[src/rtl/fifo_ctrl.sv]
// -----------------------------------------------------------------------------
// fifo_ctrl
//
// Pointer/flag controller that turns one dual-port RAM (dpram) into a
// synchronous single-clock FIFO. RAM port A is the write port, port B is the
// read port. This block owns the write/read pointers, the occupancy count,
// the full/empty flags and the read-valid stage that lines up with the RAM's
// one-cycle registered read.
//
// Parameters:
//   DATA  word width (must match the dpram DATA parameter)
//   ADDR  RAM address width, depth = 2**ADDR (must match the dpram ADDR)
//
// Ports:
//   clK             system clock, rising edge
//   rst             synchronous reset, active-high
//   push/push_data  write request and word
//   full            FIFO holds 2**ADDR entries
//   pop             read request
//   pop_data        read word, meaningful while pop_valid=1
//   pop_valid       pop_data holds the word for a pop accepted last cycle
//   empty           FIFO holds 0 entries
//   count           occupancy, 0..2**ADDR
//   ram_a_*         dpram port A (write only)
//   ram_b_*         dpram port B (read only, ram_b_WR tied low)
//   ovf/udf         sticky overflow/underflow flags, present only when the
//                   FIFO_CTRL_ERR_FLAGS_EN macro is defined
//
// Handshake: push is accepted in the cycle it is high while full=0; pop is
// accepted in the cycle it is high while empty=0. Requests made while the
// matching flag is set are dropped, whatever the other side does. An
// accepted pop delivers its word one cycle later, qualified by pop_valid.
// Nothing is accepted in a cycle where rst is high.
// -----------------------------------------------------------------------------
module fifo_ctrl #(
  parameter int DATA = 16,
  parameter int ADDR = 5
) (
  input  logic            clK,
  input  logic            rst,
  input  logic            push,
  input  logic [DATA-1:0] push_data,
  output logic            full,
  input  logic            pop,
  output logic [DATA-1:0] pop_data,
  output logic            pop_valid,
  output logic            empty,
  output logic [ADDR:0]   count,
  output logic            ram_a_WR,
  output logic [ADDR-1:0] ram_a_ADDR,
  output logic [DATA-1:0] ram_a_data_IN,
  output logic            ram_b_WR,
  output logic [ADDR-1:0] ram_b_ADDR,
  input  logic [DATA-1:0] ram_b_data_OUT
`ifdef FIFO_CTRL_ERR_FLAGS_EN
  ,
  output logic            ovf,
  output logic            udf
`endif
);

  localparam logic [ADDR:0] DEPTH   = {1'b1, {ADDR{1'b0}}};
  localparam logic [ADDR:0] PTR_ONE = {{ADDR{1'b0}}, 1'b1};

  // Pointers carry one extra wrap bit above the RAM address.
  logic [ADDR:0] wr_ptr;
  logic [ADDR:0] rd_ptr;
  logic [ADDR:0] count_q;
  logic          pop_valid_q;
  logic          push_acc;
  logic          pop_acc;

  // Flags come from the registered count only, so the accept terms never
  // depend combinationally on the requests of the same cycle.
  always_comb begin
    full  = (count_q == DEPTH);
    empty = (count_q == '0);
  end

  // Gating with rst keeps the RAM write strobe low during reset even before
  // the registered state has been initialised.
  always_comb begin
    push_acc = push & ~full  & ~rst;
    pop_acc  = pop  & ~empty & ~rst;
  end

  // Write port: pure combinational pass-through of the accepted push.
  always_comb begin
    ram_a_WR      = push_acc;
    ram_a_ADDR    = wr_ptr[ADDR-1:0];
    ram_a_data_IN = push_data;
  end

  // Read port: the address is presented now, the RAM registers the word at
  // the edge, and pop_valid follows one cycle later to mark it.
  always_comb begin
    ram_b_WR   = 1'b0;
    ram_b_ADDR = rd_ptr[ADDR-1:0];
    pop_data   = ram_b_data_OUT;
    pop_valid  = pop_valid_q;
    count      = count_q;
  end

  always_ff @(posedge clK) begin
    if (rst) begin
      wr_ptr      <= '0;
      rd_ptr      <= '0;
      count_q     <= '0;
      pop_valid_q <= 1'b0;
    end else begin
      pop_valid_q <= pop_acc;
      if (push_acc) begin
        wr_ptr <= wr_ptr + PTR_ONE;
      end
      if (pop_acc) begin
        rd_ptr <= rd_ptr + PTR_ONE;
      end
      // Simultaneous push and pop leave occupancy unchanged.
      case ({push_acc, pop_acc})
        2'b10:   count_q <= count_q + PTR_ONE;
        2'b01:   count_q <= count_q - PTR_ONE;
        default: count_q <= count_q;
      endcase
    end
  end

`ifdef FIFO_CTRL_ERR_FLAGS_EN
  // Sticky error flags record any request that was refused because of a
  // flag; they clear only on reset.
  logic ovf_q;
  logic udf_q;

  always_ff @(posedge clK) begin
    if (rst) begin
      ovf_q <= 1'b0;
      udf_q <= 1'b0;
    end else begin
      if (push && full) begin
        ovf_q <= 1'b1;
      end
      if (pop && empty) begin
        udf_q <= 1'b1;
      end
    end
  end

  always_comb begin
    ovf = ovf_q;
    udf = udf_q;
  end
`endif

endmodule
[config.mk]
export PLATFORM = sky130hd
export DESIGN_NAME = fifo_ctrl
export DESIGN_NICKNAME = d
export VERILOG_FILES = /design/src/rtl/fifo_ctrl.sv
export SDC_FILE = /design/constraint.sdc
export NUM_CORES = 1
export LEC_CHECK = 0
export ABC_AREA = 1
export BUFFER_PORTS_ARGS = -buffer_cell sky130_fd_sc_hd__buf_2
export CAP_MARGIN = 10
export CORE_MARGIN = 2
export CORE_UTILIZATION = 41
export CTS_CLUSTER_DIAMETER = 200
export DETAILED_ROUTE_END_ITERATION = 8
export PLACE_DENSITY = 0.87
export SLEW_MARGIN = 20
export SYNTH_ARGS = -nofsm -noshare
export SYNTH_HDL_FRONTEND = slang
export SYNTH_SLANG_ARGS = --single-unit
[constraint.sdc]
create_clock -name clK -period 2.5 [get_ports clK]
set_input_delay 0.125 -clock clK [delete_from_list [all_inputs] [get_ports clK]]
set_output_delay 0.125 -clock clK [all_outputs]
set_load 0.02 [all_outputs]
After elaboration in Yosys (flattened, before gate mapping)
Cells that the tools add are included.
{"block": "op_classes", "addsub": 4, "n_mul": 0, "div_mod_pow": 0, "magnitude_cmp": 0, "eq_ne": 3, "shifts": 0, "muxes": 1, "bitwise_logic": 7, "reduce_logical": 2}
{"operator": "$add A6 B1 Y6 const B", "n": 3}
{"operator": "$pmux W6 S2", "n": 1}
{"operator": "$eq A6 B6 Y1 const B", "n": 1}
{"operator": "$logic_not A6 Y1", "n": 1}
{"operator": "$sub A6 B1 Y6 const B", "n": 1}
{"operator": "$and A1 B1 Y1", "n": 4}
{"operator": "$not A1 Y1", "n": 3}
{"operator": "$eq A2 B1 Y1 const B", "n": 1}
{"operator": "$eq A2 B2 Y1 const B", "n": 1}
{"operator": "$reduce_bool A2 Y1", "n": 1}
{"block": "word_totals", "regBits": 19, "latch_bits": 0, "ramBits": 0, "mem_bits_ro": 0, "input_bits": 36, "wordCells": 21, "memories": 0}

Depth between registers and ports, before layout
{"block": "logic_depth", "depth_word": 6, "depth_mapped": 14, "ltp_nobuf": 14}

Worst setup path before layout
Ideal clock, no wire load.
{"block": "synth_timing", "kind": "register to register", "from": "reg count_q[5], in the netlist count[5]", "to": "reg count_q[4], in the netlist count[4]", "setup_time_ps": 109, "t_arrival_ps": 1931, "setup_slack_ps": 460, "path_stages_with_launch": 12, "n_path_buf": 0, "synth_period_minus_slack_ps": 2040, "path_cell_list": "dfxtp_1 -> inv_1 -> nand4_4 -> nand2_4 -> inv_2 -> ha_1 -> ha_1 -> a21oi_1 -> a21o_1 -> nand3_1 -> nand2_1 -> inv_1"}
{"block": "synth_via", "elab_chain_cells": 6}
{"element": "start, declared", "line_no": "68", "text": "logic [ADDR:0] count_q;"}
{"element": "start signal, assigned", "line_no": "120", "text": "2'b10: count_q <= count_q + PTR_ONE;"}
{"element": "start signal, assigned", "line_no": "121", "text": "2'b01: count_q <= count_q - PTR_ONE;"}
{"element": "start signal, assigned", "line_no": "122", "text": "default: count_q <= count_q;"}
{"element": "$logic_not A6 Y1 *", "line_no": "77", "text": "empty = (count_q == '0);"}
{"element": "$not A1 Y1 *", "line_no": "84", "text": "pop_acc = pop & ~empty & ~rst;"}
{"element": "$and A1 B1 Y1 * (2 in series)", "line_no": "84"}
{"element": "net pop_acc", "line_no": "71", "text": "logic pop_acc;"}
{"element": "$eq A2 B1 Y1 or $eq A2 B2 Y1 (tied branches)", "line_no": "119", "text": "case ({push_acc, pop_acc})"}
{"element": "$pmux W6 S2 or $reduce_bool A2 Y1 (tied branches)"}
Mark *: on every way through the listed nets, which the timed path passes. The rest lies on a longest branch.
A chain may end at the register's enable or synchronous reset.

Worst setup path in the final report
{"block": "layout_timing", "from": "reg count_q[0], in the netlist count[0]", "to": "reg count_q[5], in the netlist count[5]"}
Same word-level chain as after synthesis.

==> summary.txt <==
Global routing
  • First-pass GRT wire length: between 3 and 4 mm
  • Grt ovf: 0
  • Vias in the first global route: just under 900
  • Initial antenna violation count: 0
  • Tot GR Track Use: about 14%
  • Largest net degree at the start of global routing: 15

STA
  • Crit share post-route: 86.3%
  • Final WS setup: between 0.3 and 0.4 ns
  • Final slew viol count: 0
  • Tmin final: between 2 and 2.5 ns
  • Max Fclk: between 400 and 500 MHz
  • Final setup fails: 0
  • Layout Skew: about 0.0012 ns
  • Post-Route Setup TNS: 0 ns
  • Final hold violation count: 0
  • RSZ-0062 raised after global routing: no
  • Worst hold slack: 0.187 ns

Setup path
  • WS Path Type: reg -> reg
  • Crit end category: flop
  • CP max FO: 6
  • WP data arrival: 2.36 ns
  • R2r setup slk: between 0.3 and 0.4 ns
  • Setup crit start kind: flop
  • Req. time, crit path: roughly 2.7 ns

Synth
  • Post-Syn Instances: about 170
  • Yosys reg bits: 17
  • EDFF count, synth: 0
  • Unique masters post-synth: 23
  • Async set or reset register ratio after synthesis: 0%
  • Yosys warns: 0
  • Seq/Total Area, Yosys: between 20% and 30%
  • Synthesized area: about 1300 um^2
  • Syn avg cell area: ~7.6 um^2
  • Syn nets: 210
  • Most used DFF post-synth: dfxtp_1

Layout
  • Fillcell total: ~300
  • # nets final: roughly 200
  • Area Overhead vs Synth: -5.43%
  • Commonest non-fill, non-tap cell in the layout: nand2_1
  • Design area: 1200 um^2
  • Diodes inserted: 0
  • Share of cells above drive strength 1: about a quarter
  • Most frequent cells in the layout: nand2_1 (24), buf_2 (23), nand3_1 (19)

Power
  • Max VDD drop: 0.326 mV
  • Lkg Pwr: about 0.65 nW
  • Int Power: around 0.54 mW
  • Comb pwr share: 46.7%
  • Clk network pwr share: about 15%
  • Switching power share of the total: 44.8%
  • Power per cell area: roughly 810 nW/um^2
  • Sequential power share: around two fifths
  • Psw: between 0.4 and 0.5 mW

Clock network
  • Skew-Pair Late Insertion Delay: 0.29 ns
  • CTS Hold Bufs: 0
  • Clock Tree Root: clkbuf_4
  • Clk slew on worst S/H paths: approximately 0.090 ns
  • Post-CTS Setup Inserts: 0
  • H-Tree Depth: 1
  • Total CTS buffers: 3
  • Post-CTS Resized: 0
  • CTS tree: built
  • Longest Clk Path Bufs: 2
  • CTS sink cnt: 17

Die
  • DIE AREA: about 3500 um^2
  • Site Rows: 20
  • IO Pins: slightly below 90
  • Initial core utilization: 42.2%
  • Height of the die: 59.6 um
  • Area of the core: between 3000 and 4000 um^2
  • Die width: 59.6 um

Placed design
  • Hpwl dp: 1.73 mm
  • Area post-placement: 1170 um^2
  • Post-Place Worst Slack: approximately 0.35 ns
  • GPL Wtd Cong: approximately 0.78
  • Port bufs: 23

Worst hold path
  • Worst hold path type: in -> reg

Route
  • Antenna viol nets, final: 0
  • Drt first pass iters: 4
  • Via count: about 940
  • Residual DRC: 0
  • Vias per cell: between 4 and 5
  • DR iter-0 viols: 34
  • Post-DR wirelength/cell: ~12 um
  • Final wirelength: between 2 and 2.5 mm

Run
  • Total of max-cap violations: 0

Status
  • Status: completed
==> sequential cells by signal, indices dropped and copies added (netlist names) <==
| register | cells |
|---|---|
| wr_ptr | 5 |
| count | 6 |
| rd_ptr | 5 |
| pop_valid | 1 |
==> cells in the mapped netlist (all sizes together) (2+ instances only) <==
cell | number | area [um^2]
a21oi | 10 | 50.1
o21ai | 2 | 10.0
buf | 33 | 248
nand2 | 27 | 119
inv | 19 | 73.8
xnor2 | 4 | 35.0
nor2 | 16 | 80.1
nand4 | 2 | 42.5
nand3 | 19 | 95.1
dfxtp | 17 | 340
ha | 7 | 87.6
xor2 | 5 | 43.8
==> metrics by stage <==
step           util (%)  std cells  total power, mW
6_report           39.9        192            0.971
5_1_grt            39.9        192             1.06
4_1_cts            39.9        192            0.985
3_5_place_dp       39.0        188            0.835
3_3_place_gp       39.0        188            0.819
2_1_floorplan         -        166            0.794
==> kinds of logic after synthesis <==
family | after synthesis | synth area share (%)
adders and majority gates | 8 | 8.50
other | 1 | 0.296
AOI/OAI and AO/OA | 13 | 5.34
DFF | 17 | 26.9
and+or+nand+nor | 65 | 27.1
buffers and inverters | 53 | 25.7
xor gates and xnor gates | 9 | 6.22
==> worst max-delay path, cell delays in order, from the launching register on <==
cell and delay, ns:
dfxtp_1 0.40, nor2_4 0.19, nand4_4 0.13, nand2_4 0.12, inv_2 0.06, ha_1 0.28, ha_1 0.39, nand2_1 0.07
inv_1 0.05, nand3_1 0.10, nand3_1 0.08, nand3_1 0.08, nand2_1 0.07, inv_1 0.03
==> worst paths after layout <==
path | endpoint | from | cells after the start
max | count[5] | count[0] | 13
min | count[0] | rst | 2
max reg2reg | count[5] | count[0] | 13
min reg2reg | wr_ptr[4] | wr_ptr[4] | 2
==> area by class of cell <==
class / count / area, um^2 / area share [%]
tap: 33 / 41.3 / 3.45
clock buffer: 4 / 26.3 / 2.19
multi-input combinational: 96 / 601 / 50.2
inverter: 19 / 73.8 / 6.17
sequential: 17 / 340 / 28.4
timing repair buffer: 23 / 115 / 9.61
==> routing by layer <==
layer	vias up	wire length, um	GRT usage, %
met5	-	0	0
met4	0	31	5.40
met3	6	143	5.68
met2	32	1060	23.2
met1	425	976	16.2
li1	479	-	-
==> power groups by stage <==
| stage | Combinational, mW | Clock, mW | Sequential [mW] |
|---|---|---|---|
| 2_1_floorplan | 0.375 | 0 | 0.419 |
| 3_3_place_gp | 0.443 | 0 | 0.377 |
| 3_5_place_dp | 0.457 | 0 | 0.378 |
| 4_1_cts | 0.457 | 0.155 | 0.372 |
| 5_1_grt | 0.515 | 0.165 | 0.381 |
| 6_report | 0.453 | 0.146 | 0.372 |
Note: power is estimated with default switching activity, not from simulation.
